### src/rtl/kalman_pkg.sv
// Shared types and fixed-point helpers for the alpha-beta tracker.
package kalman_pkg;

  localparam int FRAC   = 6;
  localparam int ONE_FI = 1 << FRAC;

  typedef enum logic [1:0] {
    ST_IDLE,
    ST_PREDICT,
    ST_CORRECT,
    ST_RESP
  } state_t;

  // Per-channel track bookkeeping; pos/vel live in separate ARCH_W-wide tables.
  typedef struct packed {
    logic       init;
    logic [3:0] coast;
  } chan_ctl_t;

  function automatic logic signed [63:0] sat_s(input logic signed [63:0] v, input int w);
    logic signed [63:0] hi;
    logic signed [63:0] lo;
    hi = (64'sd1 <<< (w - 1)) - 64'sd1;
    lo = -(64'sd1 <<< (w - 1));
    if (v > hi)      return hi;
    else if (v < lo) return lo;
    else             return v;
  endfunction

  function automatic logic [63:0] clamp_u(input logic signed [63:0] v, input int w);
    logic signed [63:0] hi;
    hi = (64'sd1 <<< w) - 64'sd1;
    if (v < 64'sd0)  return '0;
    else if (v > hi) return hi;
    else             return v;
  endfunction

endpackage

### src/rtl/kalman_ab_axis.sv
// One-axis alpha-beta predict/residual/correct, purely combinational.
// Products are ARCH_W+FRAC+1 bits wide; every result saturates to ARCH_W.
module kalman_ab_axis #(
  parameter int DISP_WIDTH = 11,
  parameter int FRAC       = 6,
  parameter int ARCH_W     = 24,
  parameter int ALPHA_FI   = 32,
  parameter int BETA_FI    = 16,
  parameter int T_STEP_FI  = 64
) (
  input  logic signed [ARCH_W-1:0]     pos,
  input  logic signed [ARCH_W-1:0]     vel,
  input  logic        [DISP_WIDTH-1:0] z,
  output logic signed [ARCH_W-1:0]     pred,
  output logic signed [ARCH_W-1:0]     pos_init,
  output logic signed [ARCH_W-1:0]     pos_corr,
  output logic signed [ARCH_W-1:0]     vel_corr
);
  import kalman_pkg::*;

  localparam int PW = ARCH_W + FRAC + 1;
  localparam logic signed [PW-1:0] T_P = PW'(T_STEP_FI);
  localparam logic signed [PW-1:0] A_P = PW'(ALPHA_FI);
  localparam logic signed [PW-1:0] B_P = PW'(BETA_FI);

  logic signed [PW-1:0]     vt;
  logic signed [PW-1:0]     ga;
  logic signed [PW-1:0]     gb;
  logic signed [63:0]       z_fi;
  logic signed [ARCH_W-1:0] r;

  always_comb begin
    vt       = (PW'(vel) * T_P) >>> FRAC;
    pred     = ARCH_W'(sat_s(64'(pos) + 64'(vt), ARCH_W));
    z_fi     = $signed({{(64 - DISP_WIDTH){1'b0}}, z}) <<< FRAC;
    r        = ARCH_W'(sat_s(z_fi - 64'(pred), ARCH_W));
    ga       = (PW'(r) * A_P) >>> FRAC;
    gb       = (PW'(r) * B_P) >>> FRAC;
    pos_init = ARCH_W'(sat_s(z_fi, ARCH_W));
    pos_corr = ARCH_W'(sat_s(64'(pred) + 64'(ga), ARCH_W));
    vel_corr = ARCH_W'(sat_s(64'(vel) + 64'(gb), ARCH_W));
  end

endmodule

### src/rtl/kalman_ab_tracker.sv
// N-channel alpha-beta tracker on one shared datapath; 3 cycles accept-to-m_valid, one request in flight, s_ready low until the result is taken.
// Coast/lost handling is built only when KALMAN_AB_COAST_EN is defined; otherwise s_meas_ok is ignored.
module kalman_ab_tracker #(
  parameter int DISP_WIDTH = 11,
  parameter int NUM_CH     = 4,
  parameter int FRAC       = kalman_pkg::FRAC,
  parameter int ARCH_W     = 24,
  parameter int ALPHA_FI   = 32,
  parameter int BETA_FI    = 16,
  parameter int T_STEP_FI  = kalman_pkg::ONE_FI,
  parameter int COAST_MAX  = 3,
  localparam int CH_W      = (NUM_CH > 1) ? $clog2(NUM_CH) : 1
) (
  input  logic                  clk,
  input  logic                  areset,
  input  logic                  s_valid,
  output logic                  s_ready,
  input  logic [CH_W-1:0]       s_ch,
  input  logic                  s_meas_ok,
  input  logic [DISP_WIDTH-1:0] s_z_x,
  input  logic [DISP_WIDTH-1:0] s_z_y,
  output logic                  m_valid,
  input  logic                  m_ready,
  output logic [CH_W-1:0]       m_ch,
  output logic [DISP_WIDTH-1:0] m_x,
  output logic [DISP_WIDTH-1:0] m_y,
  output logic                  m_lost
);
  import kalman_pkg::*;

  state_t state, state_nxt;

  logic [CH_W-1:0]       ch_q;
  logic [DISP_WIDTH-1:0] zx_q, zy_q;
  logic                  meas;

  logic signed [ARCH_W-1:0] pos_x_tab [NUM_CH];
  logic signed [ARCH_W-1:0] vel_x_tab [NUM_CH];
  logic signed [ARCH_W-1:0] pos_y_tab [NUM_CH];
  logic signed [ARCH_W-1:0] vel_y_tab [NUM_CH];
  chan_ctl_t                ctl_tab   [NUM_CH];

  logic signed [ARCH_W-1:0] wpos_x, wvel_x, wpos_y, wvel_y;
  chan_ctl_t                wctl;

  logic            in_range;
  logic [CH_W-1:0] ch_idx;

`ifdef KALMAN_AB_COAST_EN
  logic meas_q;
  assign meas = meas_q;
`else
  logic unused_meas;
  localparam int unused_coast_max = COAST_MAX;
  assign unused_meas = s_meas_ok;
  assign meas        = 1'b1;
`endif

  assign s_ready  = (state == ST_IDLE) & ~areset;
  assign in_range = (32'(ch_q) < NUM_CH);
  // Out-of-range requests alias entry 0 for the read but never write it.
  assign ch_idx   = in_range ? ch_q : '0;

  logic signed [ARCH_W-1:0] pred_x, init_x, corr_x, vcorr_x;
  logic signed [ARCH_W-1:0] pred_y, init_y, corr_y, vcorr_y;

  kalman_ab_axis #(
    .DISP_WIDTH(DISP_WIDTH), .FRAC(FRAC), .ARCH_W(ARCH_W),
    .ALPHA_FI(ALPHA_FI), .BETA_FI(BETA_FI), .T_STEP_FI(T_STEP_FI)
  ) u_axis_x (
    .pos(wpos_x), .vel(wvel_x), .z(zx_q),
    .pred(pred_x), .pos_init(init_x), .pos_corr(corr_x), .vel_corr(vcorr_x)
  );

  kalman_ab_axis #(
    .DISP_WIDTH(DISP_WIDTH), .FRAC(FRAC), .ARCH_W(ARCH_W),
    .ALPHA_FI(ALPHA_FI), .BETA_FI(BETA_FI), .T_STEP_FI(T_STEP_FI)
  ) u_axis_y (
    .pos(wpos_y), .vel(wvel_y), .z(zy_q),
    .pred(pred_y), .pos_init(init_y), .pos_corr(corr_y), .vel_corr(vcorr_y)
  );

  always_ff @(posedge clk or posedge areset) begin
    if (areset) state <= ST_IDLE;
    else        state <= state_nxt;
  end

  always_comb begin
    state_nxt = state;
    case (state)
      ST_IDLE:    if (s_valid) state_nxt = ST_PREDICT;
      ST_PREDICT: state_nxt = ST_CORRECT;
      ST_CORRECT: state_nxt = ST_RESP;
      ST_RESP:    if (m_ready) state_nxt = ST_IDLE;
      default:    state_nxt = ST_IDLE;
    endcase
  end

  logic                     wr_en, show, lost;
  logic signed [ARCH_W-1:0] wb_pos_x, wb_vel_x, wb_pos_y, wb_vel_y;
  chan_ctl_t                wb_ctl;
  logic [DISP_WIDTH-1:0]    out_x, out_y;

  always_comb begin
    wr_en    = 1'b0;
    show     = 1'b0;
    lost     = 1'b0;
    wb_pos_x = wpos_x;
    wb_vel_x = wvel_x;
    wb_pos_y = wpos_y;
    wb_vel_y = wvel_y;
    wb_ctl   = wctl;
    if (!in_range) begin
      lost = 1'b1;
    end else if (meas) begin
      wr_en        = 1'b1;
      show         = 1'b1;
      wb_ctl.init  = 1'b1;
      wb_ctl.coast = '0;
      if (!wctl.init) begin
        wb_pos_x = init_x;
        wb_vel_x = '0;
        wb_pos_y = init_y;
        wb_vel_y = '0;
      end else begin
        wb_pos_x = corr_x;
        wb_vel_x = vcorr_x;
        wb_pos_y = corr_y;
        wb_vel_y = vcorr_y;
      end
`ifdef KALMAN_AB_COAST_EN
    end else if (wctl.init) begin
      wr_en        = 1'b1;
      show         = 1'b1;
      wb_pos_x     = pred_x;
      wb_pos_y     = pred_y;
      wb_ctl.coast = wctl.coast + 4'd1;
      // The lost report still carries the last predicted position.
      if (wb_ctl.coast >= 4'(COAST_MAX)) begin
        lost         = 1'b1;
        wb_ctl.init  = 1'b0;
        wb_ctl.coast = '0;
      end
    end else begin
      lost = 1'b1;
`endif
    end
    out_x = show ? DISP_WIDTH'(clamp_u(64'(wb_pos_x >>> FRAC), DISP_WIDTH)) : '0;
    out_y = show ? DISP_WIDTH'(clamp_u(64'(wb_pos_y >>> FRAC), DISP_WIDTH)) : '0;
  end

  always_ff @(posedge clk or posedge areset) begin
    if (areset) begin
      ch_q    <= '0;
      zx_q    <= '0;
      zy_q    <= '0;
`ifdef KALMAN_AB_COAST_EN
      meas_q  <= 1'b0;
`endif
      wpos_x  <= '0;
      wvel_x  <= '0;
      wpos_y  <= '0;
      wvel_y  <= '0;
      wctl    <= '0;
      m_valid <= 1'b0;
      m_ch    <= '0;
      m_x     <= '0;
      m_y     <= '0;
      m_lost  <= 1'b0;
      for (int i = 0; i < NUM_CH; i++) begin
        pos_x_tab[i] <= '0;
        vel_x_tab[i] <= '0;
        pos_y_tab[i] <= '0;
        vel_y_tab[i] <= '0;
        ctl_tab[i]   <= '0;
      end
    end else begin
      case (state)
        ST_IDLE: if (s_valid) begin
          ch_q   <= s_ch;
          zx_q   <= s_z_x;
          zy_q   <= s_z_y;
`ifdef KALMAN_AB_COAST_EN
          meas_q <= s_meas_ok;
`endif
        end
        ST_PREDICT: begin
          wpos_x <= pos_x_tab[ch_idx];
          wvel_x <= vel_x_tab[ch_idx];
          wpos_y <= pos_y_tab[ch_idx];
          wvel_y <= vel_y_tab[ch_idx];
          wctl   <= ctl_tab[ch_idx];
        end
        ST_CORRECT: begin
          if (wr_en) begin
            pos_x_tab[ch_idx] <= wb_pos_x;
            vel_x_tab[ch_idx] <= wb_vel_x;
            pos_y_tab[ch_idx] <= wb_pos_y;
            vel_y_tab[ch_idx] <= wb_vel_y;
            ctl_tab[ch_idx]   <= wb_ctl;
          end
          m_valid <= 1'b1;
          m_ch    <= ch_q;
          m_x     <= out_x;
          m_y     <= out_y;
          m_lost  <= lost;
        end
        ST_RESP: if (m_ready) m_valid <= 1'b0;
        default: ;
      endcase
    end
  end

endmodule

### config.mk
export PLATFORM = sky130hd
export DESIGN_NAME = kalman_ab_tracker
export DESIGN_NICKNAME = d
export VERILOG_FILES = /design/src/rtl/kalman_pkg.sv /design/src/rtl/kalman_ab_axis.sv /design/src/rtl/kalman_ab_tracker.sv
export SDC_FILE = /design/constraint.sdc
export NUM_CORES = 2
export LEC_CHECK = 0
export ABC_CLOCK_PERIOD_IN_PS = 22200
export CAP_MARGIN = 25
export CORE_ASPECT_RATIO = 1.75
export CORE_MARGIN = 3
export CORE_UTILIZATION = 40
export CTS_CLUSTER_DIAMETER = 100
export DETAILED_ROUTE_END_ITERATION = 7
export GPL_ROUTABILITY_DRIVEN = 0
export PLACE_DENSITY = 0.62
export RECOVER_POWER = 100
export SKIP_LAST_GASP = 1
export SYNTH_ARGS = -nofsm -noshare
export SYNTH_HDL_FRONTEND = slang
export SYNTH_HIERARCHICAL = 1
export SYNTH_SLANG_ARGS = --single-unit
### constraint.sdc
create_clock -name clk -period 22.2 [get_ports clk]
set_input_delay 6.66 -clock clk [delete_from_list [all_inputs] [get_ports clk]]
set_output_delay 6.66 -clock clk [all_outputs]
set_load 0.01 [all_outputs]
* Yosys cells after proc, flatten, opt, wreduce, memory -nomap -nowiden
Cells that the tools add are included.
** Word-level totals
- Bits of input ports :: 29
- Register bits :: 552
** Operators by class
- $add $sub $neg :: 8
- Reduce and logical (&&, ||, !) cells :: 6
- Bitwise logic cells :: 6
- Eq/ne operators :: 5
- Mux-type cells :: 56
- Order comparisons :: 26
** Operators by type and width (count)
- two-way mux 24 bit :: 33
- bitwise mux 96 bit :: 4
- > comparator 25 x 24 -> 1 bit, second input constant :: 8
- < comparator 25 x 24 -> 1 bit, second input constant :: 8
- binary-select mux 24 bit (select 2 bit) :: 4
- adder 24 x 22 -> 25 bit :: 2
- adder 24 x 23 -> 25 bit :: 2
- adder 24 x 24 -> 25 bit :: 2
- subtractor 18 x 24 -> 25 bit :: 2
- demux 24 bit (select 2 bit) :: 1
- < comparator 18 x 24 -> 1 bit, second input constant :: 2
- > comparator 17 x 23 -> 1 bit, second input constant :: 2
- two-way mux 11 bit :: 4
- > comparator 18 x 12 -> 1 bit, second input constant :: 2
- < comparator 18 x 1 -> 1 bit, second input constant :: 2
- AND 16 bit :: 1
- NOT 16 bit :: 1
- two-way mux 5 bit :: 3
- binary-select mux 5 bit (select 2 bit) :: 1
- demux 5 bit (select 2 bit) :: 1
- case mux 2 bit (4 select lines) :: 1
- AND reduction 2 bit :: 3
- == test 2 bit, second input constant :: 2
- two-way mux 2 bit :: 2
- other kinds (13) :: 14

* Depth between registers and ports, before layout
- Depth after elaboration :: 16
- Gate-level depth with buffers :: 58
- Depth with buffers taken out :: 53

* Cells and area by module
Netlist, hierarchy kept.
** By module, submodules not included
- kalman_ab_tracker :: cells an instance 1846, area each 22698.0 um2, seq. area each 13412.9 um2, times used 1
- kalman_ab_axis at u_axis_x :: cells an instance 900, area each 6030.8 um2, seq. area each 0.0 um2, times used 1
- kalman_ab_axis at u_axis_y :: cells an instance 799, area each 5644.2 um2, seq. area each 0.0 um2, times used 1

* Least setup slack after synthesis
No wires, ideal clock.
- Kind :: input to output
- Start point :: in areset
- End point :: out s_ready
- Buffers on the path :: 0
- Stages :: 1
- Arrival :: 6.817 ns
- Data required time :: 15.540 ns
- Slack :: 8.723 ns
- Path through :: nor2_1
** Between the ends
- Cells in the longest elaborated chain, start to end :: 2
** RTL lines
- start, declared :: RTL line kalman_ab_tracker.sv:15 : input logic areset,
- NOT 1 bit :: RTL line kalman_ab_tracker.sv:59 : assign s_ready = (state == ST_IDLE) & ~areset;
- AND 1 bit :: RTL line kalman_ab_tracker.sv:59
- end, declared :: RTL line kalman_ab_tracker.sv:17 : output logic s_ready,
No other way between the ends.

==> impl_metrics.py <==
metrics = {
    "hold_path": {
        "min_from": "ctl_tab[19]$_DFFE_PP0P_",
        "hp-class": "reg -> reg",
        "hold-path-endpoint": "ctl_tab[19]$_DFFE_PP0P_",
        "hold_depth": 1,
    },
    "setup_path": {
        "crit_start": "areset",
        "worst_r2r_path_depth": 45,
        "critPathLaunchType": "input port",
        "regToRegSetupSlack_ns": 7.19,
        "r2r-start": "wpos_x[8]$_DFFE_PP0N_",
        "cp-end-kind": "asynchronous set/reset pin",
        "arrival_ns": 15.33,
        "worst-setup-path-type": "in -> async",
        "critPathMaxFanout": 121,
        "timing.rr.end": "m_x[0]$_DFFE_PP0P_",
        "required_ns": 22.12,
    },
    "clocking": {
        "clock_latency_ns": 0.62,
        "hold_buffers": 0,
        "clkSlewWorstSetupHoldPaths_ns": 0.06,
        "cts.sinks": 536,
        "cts_tree": "built",
        "clock_path_buffers": 3,
        "cts-buffers-inserted": 55,
        "ctsResizeCount": 0,
        "post-cts-setup-buffers": 0,
        "cts_root_buffer": "clkbuf_16",
        "h-tree-depth": 2,
    },
    "final_layout": {
        "areaGrowthSynthToFinish_pct": 7.38,
        "fillers": 8375,
        "final_common_cell": "nand2_1",
        "multi_input_comb_area_mm2": 0.0189,
        "drive_above_1_share": 0.0932,
        "final_area_mm2": 0.0369,
        "seq_area_mm2": 0.0134,
        "fin_nets": 3679,
        "mostFrequentLayoutCells": "nand2_1 (584), dfrtp_1 (534), o21ai_0 (498)",
    },
    "grt": {
        "gr-usage-all-layers": 0.210,
        "antenna_found_initial": 1,
        "overflow": 0,
        "grt_first_pass_wirelength_mm": 149,
        "grt_start_max_net_pins": 137,
        "grt_pass1_vias": 26800,
    },
    "place": {
        "io_buffers": 53,
        "place_area_mm2": 0.0353,
        "post-dp-hpwl_mm": 66.3,
    },
    "timing": {
        "hold_viol_final": 0,
        "setup_viol": 0,
        "tightest_slew_ns": 5.33,
        "finalMaxSlewViolations": 815,
        "rsz0062_at_grt": "no",
        "post-route-min-period_ns": 15.42,
        "whs_ns": 0.462,
        "min_period_over_period": 0.694,
        "slew_headroom": -2.57,
        "clock_skew_ns": 0.0194,
        "clock.fmax_ghz": 0.0649,
        "setup_tns_ns": 0,
    },
    "floorplanning": {
        "io_pins": 56,
        "start_util": 0.405,
        "dieHeight_um": 394,
        "die_w_um": 228,
        "core-area_mm2": 0.0849,
        "die-area_mm2": 0.0896,
        "rows": 141,
    },
    "yosys": {
        "avgSynthCellArea_um2": 9.70,
        "synth_area_mm2": 0.0344,
        "yosysWarnings": 6,
        "synthCells": 3544,
    },
    "run_status": {
        "violations": "capacitance limit, slew limit",
        "status": "finished with violations",
    },
    "drt": {
        "wire_per_inst_um": 20.0,
        "vias": 25900,
        "drt_iter0_markers": 1555,
        "viasPerCell": 5.55,
        "drt-total-wl_mm": 93.2,
        "ant_nets": 0,
        "drc_errors": 0,
        "drt_pass1_iterations": 5,
    },
    "flow_run": {
        "max_cap_violations": 15,
    },
}
per-layer routing:
metal  track usage  up-vias  routed length, um
met3        0.0223      282               3090
met5             0        -                  0
met4         0.137        0               7000
li1              -    12400                  -
met2         0.375      589              48000
met1         0.233    12600              35200
stage by stage:
step / utilization / setup slack (ns) / std cells
2_1_floorplan: - / 0.560 / 3568
4_1_cts: 0.439 / 7.70 / 4658
5_1_grt: 0.435 / 4.95 / 4664
3_5_place_dp: 0.416 / 7.71 / 4557
3_3_place_gp: 0.416 / 7.70 / 4557
6_report: 0.435 / 6.78 / 4664
registers in the layout, indices dropped and copies added (netlist names), 24 cells and up:
name / cells
vel_x_tab: 96
vel_y_tab: 96
pos_y_tab: 96
pos_x_tab: 96
wpos_y: 24
wvel_x: 24
wvel_y: 24
wpos_x: 24
area by class of cell:
type                            instances  area share
Antenna cell                            1   0.0000678
Inverter                              114      0.0116
Tap cell                             1144      0.0388
Clock inverter                         21     0.00834
Multi-Input combinational cell       2674       0.512
Sequential cell                       536       0.364
Timing Repair Buffer                   94      0.0222
Clock buffer                           80      0.0436
worst max path at each step:
stage	to
after floorplan	ch_idx[0]$_DFFE_PP0P_
after global placement	s_ready
after detailed placement	s_ready
after CTS	s_ready
after global routing	vel_y_tab[51]$_DFFE_PP0P_
final	vel_y_tab[51]$_DFFE_PP0P_
worst max-delay path, stage by stage:
cell and delay [ns]:
dlygate4sd3_1 0.56, clkinvlp_2 2.94, clkbuf_1 2.42, clkbuf_1 2.62
Power is not shown: default switching activity piles up to over one toggle a cycle in this logic, so the estimate is an artifact.
